[config.mk]
export PLATFORM = sky130hd
export DESIGN_NAME = jt10_adpcmb_mch
export DESIGN_NICKNAME = d
export VERILOG_FILES = /design/src/rtl/jt10_adpcmb_mch.sv
export SDC_FILE = /design/constraint.sdc
export NUM_CORES = 1
export LEC_CHECK = 0
export CAP_MARGIN = 20
export CORE_ASPECT_RATIO = 1.2
export CORE_MARGIN = 2
export CORE_UTILIZATION = 40
export CTS_CLUSTER_DIAMETER = 40
export CTS_CLUSTER_SIZE = 8
export DETAILED_ROUTE_END_ITERATION = 8
export HOLD_SLACK_MARGIN = 0.15
export PLACE_DENSITY = 0.63
export RECOVER_POWER = 25
export SLEW_MARGIN = 20
export SYNTH_ARGS = -nofsm -noshare
export SYNTH_HDL_FRONTEND = slang
export SYNTH_SLANG_ARGS = --single-unit
export TNS_END_PERCENT = 10
[constraint.sdc]
create_clock -name clk -period 7.3 [get_ports clk]
set_clock_uncertainty 0.05 [all_clocks]
set_input_delay 1.095 -clock clk [delete_from_list [all_inputs] [get_ports clk]]
set_output_delay 1.095 -clock clk [all_outputs]
set_load 0.03 [all_outputs]
[src/rtl/jt10_adpcmb_mch.sv]
// Multi-channel ADPCM-B decoder: one shared 4-stage pipeline, per-channel x/step register arrays.
// Latency: a nibble accepted on cen edge k writes back and strobes pcm_valid after cen edge k+4.
// Backpressure: rdy drops while adv_ch is still in stages I..III; refused or disabled nibbles are dropped.
//
// Ports:
//   rst_n, clk, cen      : async active-low reset, clock, clock enable (all state moves only on cen)
//   data, adv, adv_ch    : nibble (bit3 sign, bits2:0 magnitude), request strobe, target channel
//   rdy                  : request would be accepted on this cen (combinational)
//   chon, clr            : per-channel enable mask, per-channel clear pulses (latched across cen=0)
//   pcm, pcm_ch          : last result and its channel; pcm_valid is a one-cen-cycle strobe
//   pcm_all              : current sample of every channel, channel 0 in the LSBs
module jt10_adpcmb_mch #(
  parameter int CH      = 2,
  parameter int CW      = (CH > 1) ? $clog2(CH) : 1,
  parameter int STEPMIN = 127,
  parameter int STEPMAX = 24576
) (
  input  logic                rst_n,
  input  logic                clk,
  input  logic                cen,
  input  logic [3:0]          data,
  input  logic                adv,
  input  logic [CW-1:0]       adv_ch,
  output logic                rdy,
  input  logic [CH-1:0]       chon,
  input  logic [CH-1:0]       clr,
  output logic signed [15:0]  pcm,
  output logic [CW-1:0]       pcm_ch,
  output logic                pcm_valid,
  output logic [CH*16-1:0]    pcm_all
);

  // per-channel state
  logic signed [16:0] x_q    [CH];
  logic [14:0]        step_q [CH];
  logic [CH-1:0]      clr_pend_q;

  // stage I
  logic               s1_vld_q, s1_sign_q;
  logic [3:0]         s1_d_q;
  logic [CW-1:0]      s1_ch_q;
  // stage II
  logic               s2_vld_q, s2_sign_q;
  logic [15:0]        s2_delta_q;
  logic [16:0]        s2_nstep_q;
  logic [CW-1:0]      s2_ch_q;
  // stage III
  logic               s3_vld_q, s3_sign_q;
  logic [16:0]        s3_delta_q;
  logic [16:0]        s3_nstep_q;
  logic [CW-1:0]      s3_ch_q;
  // stage IV (write-back register)
  logic               s4_vld_q;
  logic signed [16:0] s4_x_q;
  logic [14:0]        s4_step_q;
  logic [CW-1:0]      s4_ch_q;

  // A channel is killed this cen cycle when disabled or cleared (live or latched clear).
  logic [CH-1:0] kill;
  assign kill = ~chon | clr | clr_pend_q;

  logic adv_hit, adv_kill, accept;

  always_comb begin
    adv_hit  = 1'b0;
    adv_kill = 1'b1;
    for (int n = 0; n < CH; n++) begin
      if (adv_ch == CW'(n)) begin
        adv_hit  = 1'b1;
        adv_kill = kill[n];
      end
    end
    rdy = adv_hit;
    // Stage IV is not checked: its write lands on the same edge a new request enters
    // stage I, and the new request only reads step/x in later stages.
    if (s1_vld_q && s1_ch_q == adv_ch) rdy = 1'b0;
    if (s2_vld_q && s2_ch_q == adv_ch) rdy = 1'b0;
    if (s3_vld_q && s3_ch_q == adv_ch) rdy = 1'b0;
  end

  assign accept = adv & rdy & ~adv_kill;

  // stage II arithmetic
  logic [14:0] step_rd;
  logic [7:0]  mult;
  logic [15:0] delta_d;
  logic [16:0] nstep_d;

  always_comb begin
    step_rd = step_q[s1_ch_q];
    case (s1_d_q[3:1])
      3'd4:    mult = 8'd77;
      3'd5:    mult = 8'd102;
      3'd6:    mult = 8'd128;
      3'd7:    mult = 8'd153;
      default: mult = 8'd57;
    endcase
    delta_d = 16'((19'(s1_d_q) * 19'(step_rd)) >> 3);
    nstep_d = 17'((23'(mult) * 23'(step_rd)) >> 6);
  end

  // stage III: sign application
  logic [16:0] sdelta_d;
  always_comb begin
    sdelta_d = {1'b0, s2_delta_q};
    if (s2_sign_q) sdelta_d = -sdelta_d;
  end

  // stage IV: accumulate with saturation, clamp step
  logic signed [16:0] sum_d, xnew_d;
  logic [14:0]        stepnew_d;

  always_comb begin
    sum_d  = x_q[s3_ch_q] + $signed(s3_delta_q);
    xnew_d = sum_d;
    // Magnitude overflow past 16 bits shows up as bit16 != bit15; the nibble sign tells the direction.
    if (sum_d[16] != sum_d[15]) xnew_d = s3_sign_q ? -17'sd32768 : 17'sd32767;
    if (s3_nstep_q < 17'(STEPMIN))      stepnew_d = 15'(STEPMIN);
    else if (s3_nstep_q > 17'(STEPMAX)) stepnew_d = 15'(STEPMAX);
    else                                stepnew_d = s3_nstep_q[14:0];
  end

  logic wb;
  assign wb = s4_vld_q & ~kill[s4_ch_q];

  // pipeline registers
  always_ff @(posedge clk or negedge rst_n) begin
    if (!rst_n) begin
      s1_vld_q <= 1'b0; s1_sign_q <= 1'b0; s1_d_q <= '0; s1_ch_q <= '0;
      s2_vld_q <= 1'b0; s2_sign_q <= 1'b0; s2_delta_q <= '0; s2_nstep_q <= '0; s2_ch_q <= '0;
      s3_vld_q <= 1'b0; s3_sign_q <= 1'b0; s3_delta_q <= '0; s3_nstep_q <= '0; s3_ch_q <= '0;
      s4_vld_q <= 1'b0; s4_x_q <= '0; s4_step_q <= '0; s4_ch_q <= '0;
      clr_pend_q <= '0;
    end else if (cen) begin
      clr_pend_q <= '0;
      s1_vld_q   <= accept;
      if (accept) begin
        s1_d_q    <= {data[2:0], 1'b1};
        s1_sign_q <= data[3];
        s1_ch_q   <= adv_ch;
      end
      s2_vld_q   <= s1_vld_q & ~kill[s1_ch_q];
      s2_delta_q <= delta_d;
      s2_nstep_q <= nstep_d;
      s2_sign_q  <= s1_sign_q;
      s2_ch_q    <= s1_ch_q;
      s3_vld_q   <= s2_vld_q & ~kill[s2_ch_q];
      s3_delta_q <= sdelta_d;
      s3_nstep_q <= s2_nstep_q;
      s3_sign_q  <= s2_sign_q;
      s3_ch_q    <= s2_ch_q;
      s4_vld_q   <= s3_vld_q & ~kill[s3_ch_q];
      s4_x_q     <= xnew_d;
      s4_step_q  <= stepnew_d;
      s4_ch_q    <= s3_ch_q;
    end else begin
      clr_pend_q <= clr_pend_q | clr;
    end
  end

  // channel state: a kill overrides a same-edge write-back
  always_ff @(posedge clk or negedge rst_n) begin
    if (!rst_n) begin
      for (int n = 0; n < CH; n++) begin
        x_q[n]    <= '0;
        step_q[n] <= 15'(STEPMIN);
      end
    end else if (cen) begin
      for (int n = 0; n < CH; n++) begin
        if (kill[n]) begin
          x_q[n]    <= '0;
          step_q[n] <= 15'(STEPMIN);
        end else if (wb && s4_ch_q == CW'(n)) begin
          x_q[n]    <= s4_x_q;
          step_q[n] <= s4_step_q;
        end
      end
    end
  end

  // result outputs
  always_ff @(posedge clk or negedge rst_n) begin
    if (!rst_n) begin
      pcm       <= '0;
      pcm_ch    <= '0;
      pcm_valid <= 1'b0;
    end else if (cen) begin
      pcm_valid <= wb;
      if (wb) begin
        pcm    <= s4_x_q[15:0];
        pcm_ch <= s4_ch_q;
      end
    end
  end

  for (genvar g = 0; g < CH; g++) begin : g_all
    assign pcm_all[g*16 +: 16] = x_q[g][15:0];
  end

endmodule

==> results of run 1 <==
[critical path, delay by kind of cell (launching register included)]
kind / cells / cell delay, ns
AO/OA/AOI/OAI: 6 / 1.54
XOR/XNOR: 1 / 0.17
adder cells (fa/ha/maj): 5 / 2.46
buffers and inverters: 2 / 0.10
flip-flops: 1 / 0.46
AND/OR/NAND/NOR: 5 / 1.40
[cells in the mapped netlist (all sizes together), types with 8 or more instances]
master | instances | area (sq um)
xnor2 | 34 | 305.3
nand3 | 19 | 95.09
a21o | 9 | 67.56
nand2 | 134 | 505.5
inv | 164 | 615.6
nand2b | 16 | 100.1
o21a | 8 | 60.06
nor3 | 14 | 70.07
o22a | 14 | 122.6
mux2i | 20 | 200.2
mux2 | 102 | 1149
a21oi | 68 | 344.1
buf | 49 | 322.8
o21ai | 62 | 310.3
clkbuf | 50 | 187.7
a311o | 11 | 110.1
xor2 | 28 | 245.2
nor2b | 24 | 150.1
nor2 | 111 | 416.7
and2 | 29 | 183.9
ha | 82 | 1026
dfstp | 14 | 367.9
fa | 99 | 1982
nand4 | 8 | 56.30
dfrtp | 184 | 4604
a22o | 38 | 332.8
[kinds of logic (layout without fill, tap and decap cells)]
group           Yosys count  after routing
fa+ha+maj               181            181
mux                     122            122
compound gates          258            258
flops                   198            198
buf+inv                 263            270
simple gates            380            380
xor+xnor                 62             62
[state kept, by name, summed over array words and instances (netlist names), 2 cells and up]
| signal | cells |
|---|---|
| clr_pend_q | 2 |
| pcm | 16 |
| pcm_all | 32 |
| s1_d_q | 4 |
| s2_delta_q | 16 |
| s2_nstep_q | 17 |
| s3_delta_q | 17 |
| s3_nstep_q | 17 |
| s4_step_q | 15 |
| s4_x_q | 17 |
| step_q | 30 |
| x_q | 2 |
[path summary, 6_finish.rpt]
| path | slack, ns | end | startpoint |
|---|---|---|---|
| worst max-delay path | 0.95 | s2_nstep_q[16] | s1_d_q[2] |
| worst min-delay path | 0.43 | clr_pend_q[1] | clr_pend_q[1] |
| worst max register to register | 0.95 | s2_nstep_q[16] | s1_d_q[2] |
| worst min register to register | 0.43 | clr_pend_q[1] | clr_pend_q[1] |
| max in group asynchronous | 3.22 | s2_delta_q[5] | rst_n |
| min in group asynchronous | 1.64 | s3_nstep_q[9] | rst_n |
[per-stage QoR]
step	total power [W]	util (%)	instances	hold slack, ns	setup slack (ns)
5_1_grt	0.008028	44.38	1939	0.4736	0.5946
3_3_place_gp	0.006190	42.66	1907	0.4103	1.030
4_1_cts	0.007310	44.42	1939	0.4356	0.9443
6_report	0.007214	44.38	1939	0.4276	0.9482
2_1_floorplan	0.005243	-	1464	0.3934	1.137
3_5_place_dp	0.006247	42.66	1907	0.4177	0.9501
[routing by layer]
metal / GRT usage [%] / wire, um / vias up
met4: 7.801 / 1295 / 0
met1: 23.52 / 14470 / 4990
met5: 0 / 0 / -
met2: 34.56 / 17760 / 183
li1: - / - / 4841
met3: 2.450 / 966 / 53
[power by group through the flow]
stage / combinational, W / sequential, W / clock (W)
2_1_floorplan: 0.00376 / 0.00149 / 0
3_3_place_gp: 0.00460 / 0.00159 / 0
3_5_place_dp: 0.00465 / 0.00160 / 0
4_1_cts: 0.00470 / 0.00158 / 0.00103
5_1_grt: 0.00534 / 0.00162 / 0.00107
6_report: 0.00463 / 0.00158 / 0.00100
[final cells by class]
class                   count  area [sq um]  share of cell area [%]
repair buffers             74         701.9                   4.412
inverters                 164         615.6                   3.869
clock inverters            15         206.4                   1.298
clock buffers              17         425.4                   2.674
multi-input cells        1003          8402                   52.81
flip-flops and latches    198          4972                   31.25
well taps                 468         585.6                   3.681
==> reports/summary.txt, run 1 <==
critical path capture point type -> flip-flop
CP startpoint kind -> flip-flop
core area -> 35850 sq um
Slew @ Worst Pin -> 3.910 ns
clk slew on worst S/H paths -> 0.09 ns
RSZ-0062 raised after global routing -> false
Critical Path Most Common Cell -> fa_1
Area Overhead vs Synth -> 9.782%
fillers -> 3404
pwr/cell area -> 453.4 nW/um^2
status -> finished, violations left
CP cell instances -> nor2b_1, nand2_1, and2_1, nor2_1, fa_1, fa_1, fa_1, inv_1, fa_1, inv_1, ha_1, nand3_1, a21o_1, o21ai_0, a21oi_1, o41ai_1, a21oi_1, xnor2_1, a21oi_1
WL per Instance -> 17.79 um
Final Hold Violating Endpoints -> 0
Synth Area per Inst -> 9.898 sq um
Synth Area in Compound Gates -> 11.97%
CTS Sinks -> 198
hpwl dp -> 26770 um
sequential share of the synthesized area -> 34.31%
Comb power frac -> 64.2%
switching power -> 0.003253 W
Yosys reg bits -> 198
Ports -> 64
NumNets Final -> 1652
failing checks -> capacitance limit, slew limit
Routed WL -> 34490 um
Flop pwr share -> 21.9%
PostCTS Resize Cnt -> 0
Slowest-stage cell, CP -> o41ai_1
commonest non-fill, non-tap cell in the layout -> dfrtp_1
post-route ant nets -> 0
via/cell ratio -> 5.192
largest net degree at the start of global routing -> 128
Hold Path Class -> reg2reg
Sw Share -> 45.09%
CTS buffer count -> 17
placed cell areas -> 15290 sq um
placer congestion estimate -> 0.8640
Synth Warn # -> 0
CP max FO -> 15
die area -> 37770 sq um
distinct cell type count after synthesis -> 64
fin crit share -> 87.01%
r2r worst-path depth -> 19
leakage -> 7.585 nW
MaxCap Viol Count -> 2
simple-gate area share of the yosys netlist -> 12.09%
main combinational cell family by area after synthesis -> adder cells
Die Y-Extent -> 212.5 um
fmax -> 157.4 MHz
Longest Clk Path Bufs -> 2
first-pass GRT wire length -> 56640 um
hold path cells -> 2
Max stage delay on crit path -> 0.68 ns
post-route cell area -> 15910 sq um
total grt overflow -> 0
crit path DAT -> 6.61 ns
post-synthesis adder-cell area fraction -> 20.76%
Die X-Extent -> 177.8 um
all-layer global routing usage -> 19.36%
CTS tree -> built
DRC violations left -> 0
proportion of synthesized area in mux cells -> 9.308%
starting density of the core -> 40.42%
required time worst endpoint -> 7.55 ns
maximum vdd drop -> 0.4773 mV
Setup TNS Final -> 0 ns
vias -> 10067
Slew HR -> -160.7%
Synth Cell Area -> 14490 sq um
PortBufs -> 63
share of layout cells above drive strength 1 -> 11.83%
Post-synth EDFFs -> 0
Clk Latency, worst-skew pair -> 0.45 ns
Synth Instances -> 1464
# hold bufs at CTS -> 0
Crit Path Class -> reg2reg
row count -> 76
vias in the first global route -> 10534
Post-CTS Setup Repair Bufs -> 0
First DRT Iteration DRCs -> 613
commonest cells after routing, fill and taps aside -> dfrtp_1 (184), inv_1 (164), nand2_1 (133)
Clock H-tree levels -> 4
clock network fraction of total power -> 13.9%
Mapped Nets -> 1658
Slew Viols, Final -> 219
Primary FF master, synth -> dfrtp_1
Root Driver -> clkbuf_16
initial antenna violation count -> 0
Async S/R FF share, synth -> 100.0%
final worst path period need -> 6.352 ns
DRT Pass-1 Iters -> 5
Synth Area in XOR/XNOR -> 3.799%
diodes inserted -> 0
final number of setup-violating endpoints -> 0
Internal Pwr Total -> 0.003961 W
No activity file was read; power rests on OpenSTA's default activity.
==> inputs of run 2 (changes only) <==
--- a/config.mk
+++ b/config.mk
@@ -8,12 +8,13 @@
 export CAP_MARGIN = 20
 export CORE_ASPECT_RATIO = 1.2
 export CORE_MARGIN = 2
-export CORE_UTILIZATION = 40
+export CORE_UTILIZATION = 25
 export CTS_CLUSTER_DIAMETER = 40
 export CTS_CLUSTER_SIZE = 8
 export DETAILED_ROUTE_END_ITERATION = 8
 export HOLD_SLACK_MARGIN = 0.15
-export PLACE_DENSITY = 0.63
+export MAX_ROUTING_LAYER = met4
+export PLACE_DENSITY = 0.46
 export RECOVER_POWER = 25
 export SLEW_MARGIN = 20
 export SYNTH_ARGS = -nofsm -noshare
==> run 2 against run 1 <==
The flow still finishes with violations (capacitance limit, slew limit). Combinational power is 0.9% higher. Global-route usage down 5.7 points. Clock power shrank 4%. Worst setup slack lost 0.12 ns. Count of clock-buffer cells in the layout grew 2. Non-clock buffer count grew 3. Largest cell class unchanged.
==> reports/summary.txt, run 2 (synthesis results as in run 1) <==
status -> finished, violations left
failing checks -> capacitance limit, slew limit
core area -> 57300 sq um
total grt overflow -> 0
Max stage delay on crit path -> 0.66 ns
First DRT Iteration DRCs -> 568
CP cell instances -> nor2b_1, nand2_1, and2_1, nor2_1, fa_1, fa_1, fa_1, inv_1, fa_1, inv_1, ha_1, o211ai_1, a21o_1, o21ai_0, a21oi_1, o41ai_1, a21oi_1, xnor2_1, a21oi_1
placer congestion estimate -> 0.8725
clk slew on worst S/H paths -> 0.08 ns
hold path cells -> 2
FF-to-FF setup slack -> 0.83 ns
die area -> 59920 sq um
PortBufs -> 63
largest net degree at the start of global routing -> 107
# hold bufs at CTS -> 0
row count -> 96
CTS buffer count -> 17
initial antenna violation count -> 0
required time worst endpoint -> 7.59 ns
Die Y-Extent -> 267.7 um
Longest Clk Path Bufs -> 2
fmax -> 154.4 MHz
Ports -> 64
final worst path period need -> 6.475 ns
final number of setup-violating endpoints -> 0
Worst Hold Path EP -> clr_pend_q[1]
commonest cells after routing, fill and taps aside -> dfrtp_1 (184), inv_1 (164), nand2_1 (133)
Clock H-tree levels -> 4
max reg flops -> 32
fin crit share -> 88.70%
starting density of the core -> 25.29%
commonest non-fill, non-tap cell in the layout -> dfrtp_1
CTS Sinks -> 198
Clk Latency, worst-skew pair -> 0.50 ns
MaxCap Viol Count -> 3
RSZ-0062 raised after global routing -> false
Critical Path Most Common Cell -> fa_1
vias -> 10098
Setup TNS Final -> 0 ns
DRT Pass-1 Iters -> 4
cell family with most CP delay -> adder cells
Slew @ Worst Pin -> 2.829 ns
Slowest-stage cell, CP -> o41ai_1
hpwl dp -> 29220 um
Routed WL -> 37860 um
CTS tree -> built
worst path bufs/invs -> 2
via/cell ratio -> 4.571
first-pass GRT wire length -> 61000 um
maximum vdd drop -> 0.6328 mV
Area Overhead vs Synth -> 11.85%
Hold Path Class -> reg2reg
Hold Startpoint -> clr_pend_q[1]
Post-CTS Setup Repair Bufs -> 0
vias in the first global route -> 10654
PostCTS Resize Cnt -> 0
Root Driver -> clkbuf_16
NumNets Final -> 1655
share of layout cells above drive strength 1 -> 12.01%
CP startpoint kind -> flip-flop
Slew Viols, Final -> 203
DRC violations left -> 0
diodes inserted -> 0
Reg2Reg Launch Point -> s1_d_q[3]
WHS -> 0.4259 ns
leakage -> 7.592 nW
crit path DAT -> 6.76 ns
Final Hold Violating Endpoints -> 0
critical path capture point type -> flip-flop
CP max FO -> 15
post-route ant nets -> 0
pwr/cell area -> 445.8 nW/um^2
WL per Instance -> 17.14 um
Crit Path Class -> reg2reg
Levels on crit path -> 19
all-layer global routing usage -> 13.70%
Die X-Extent -> 223.8 um
R2R Path End -> s2_nstep_q[16]
r2r worst-path depth -> 19
Slew HR -> -88.59%
## run 2: cell types whose count changed in the layout (fill, tap and decap cells not counted), sizes merged
cell      previous run  this run
clkinvlp             2         0
clkbuf              19        22
buf                 11        13
bufinv               1         0
clkinv               7         4
inv                169       173
## run 2: power by group
group	switching [W]	total [W]	internal [W]
clock	0.000484	0.000959	0.000475
combinational	0.00254	0.00467	0.00213
sequential	0.000254	0.00160	0.00134
## run 2: worst max-delay path by stage
stage                          end  slack, ns      start
floorplan           s2_nstep_q[14]       1.14    s1_ch_q
global placement    s2_nstep_q[16]       0.93  s1_d_q[3]
detailed placement  s2_nstep_q[16]       0.85  s1_d_q[3]
CTS                 s2_nstep_q[16]       0.78  s1_d_q[3]
global route        s2_nstep_q[14]       0.37  s1_d_q[3]
finish              s2_nstep_q[16]       0.83  s1_d_q[3]
## run 2: stage by stage
step | total power [W] | area, sq um | cells | setup slack [ns] | utilization [%]
2_1_floorplan | 0.005243 | 14490 | 1464 | 1.137 | -
6_report | 0.007226 | 16210 | 2209 | 0.8251 | 28.29
3_5_place_dp | 0.006323 | 15650 | 2177 | 0.8475 | 27.31
3_3_place_gp | 0.006286 | 15650 | 2177 | 0.9321 | 27.31
5_1_grt | 0.007975 | 16210 | 2209 | 0.3692 | 28.29
4_1_cts | 0.007360 | 16220 | 2209 | 0.7832 | 28.32
## run 2: final cells by class
| type | count | area, sq um |
|---|---|---|
| repair buffers | 77 | 725.7 |
| clock buffers | 19 | 464.2 |
| flip-flops and latches | 198 | 4972 |
| multi-input cells | 1003 | 8402 |
| clock inverters | 13 | 108.9 |
| inverters | 164 | 615.6 |
| well taps | 735 | 919.6 |
| fillers | 6000 | 41090 |
## run 2: routing by layer
| layer | vias to the layer above | GRT usage [%] | share of wire (%) |
|---|---|---|---|
| li1 | 4857 | - | - |
| met1 | 5015 | 15.91 | 43 |
| met2 | 172 | 23.82 | 52 |
| met3 | 54 | 2.307 | 2.8 |
| met4 | 0 | 5.027 | 2.6 |
| met5 | - | - | 0 |
## run 2: worst register-to-register path, cell delays in order, from the launching register on
cell      delay, ns
dfrtp_1        0.52
nor2b_1        0.46
nand2_1        0.24
and2_1         0.45
nor2_1         0.20
fa_1           0.47
fa_1           0.54
fa_1           0.55
inv_1          0.06
fa_1           0.53
inv_1          0.04
ha_1           0.32
o211ai_1       0.15
a21o_1         0.19
o21ai_0        0.25
a21oi_1        0.18
o41ai_1        0.66
a21oi_1        0.19
xnor2_1        0.17
a21oi_1        0.09
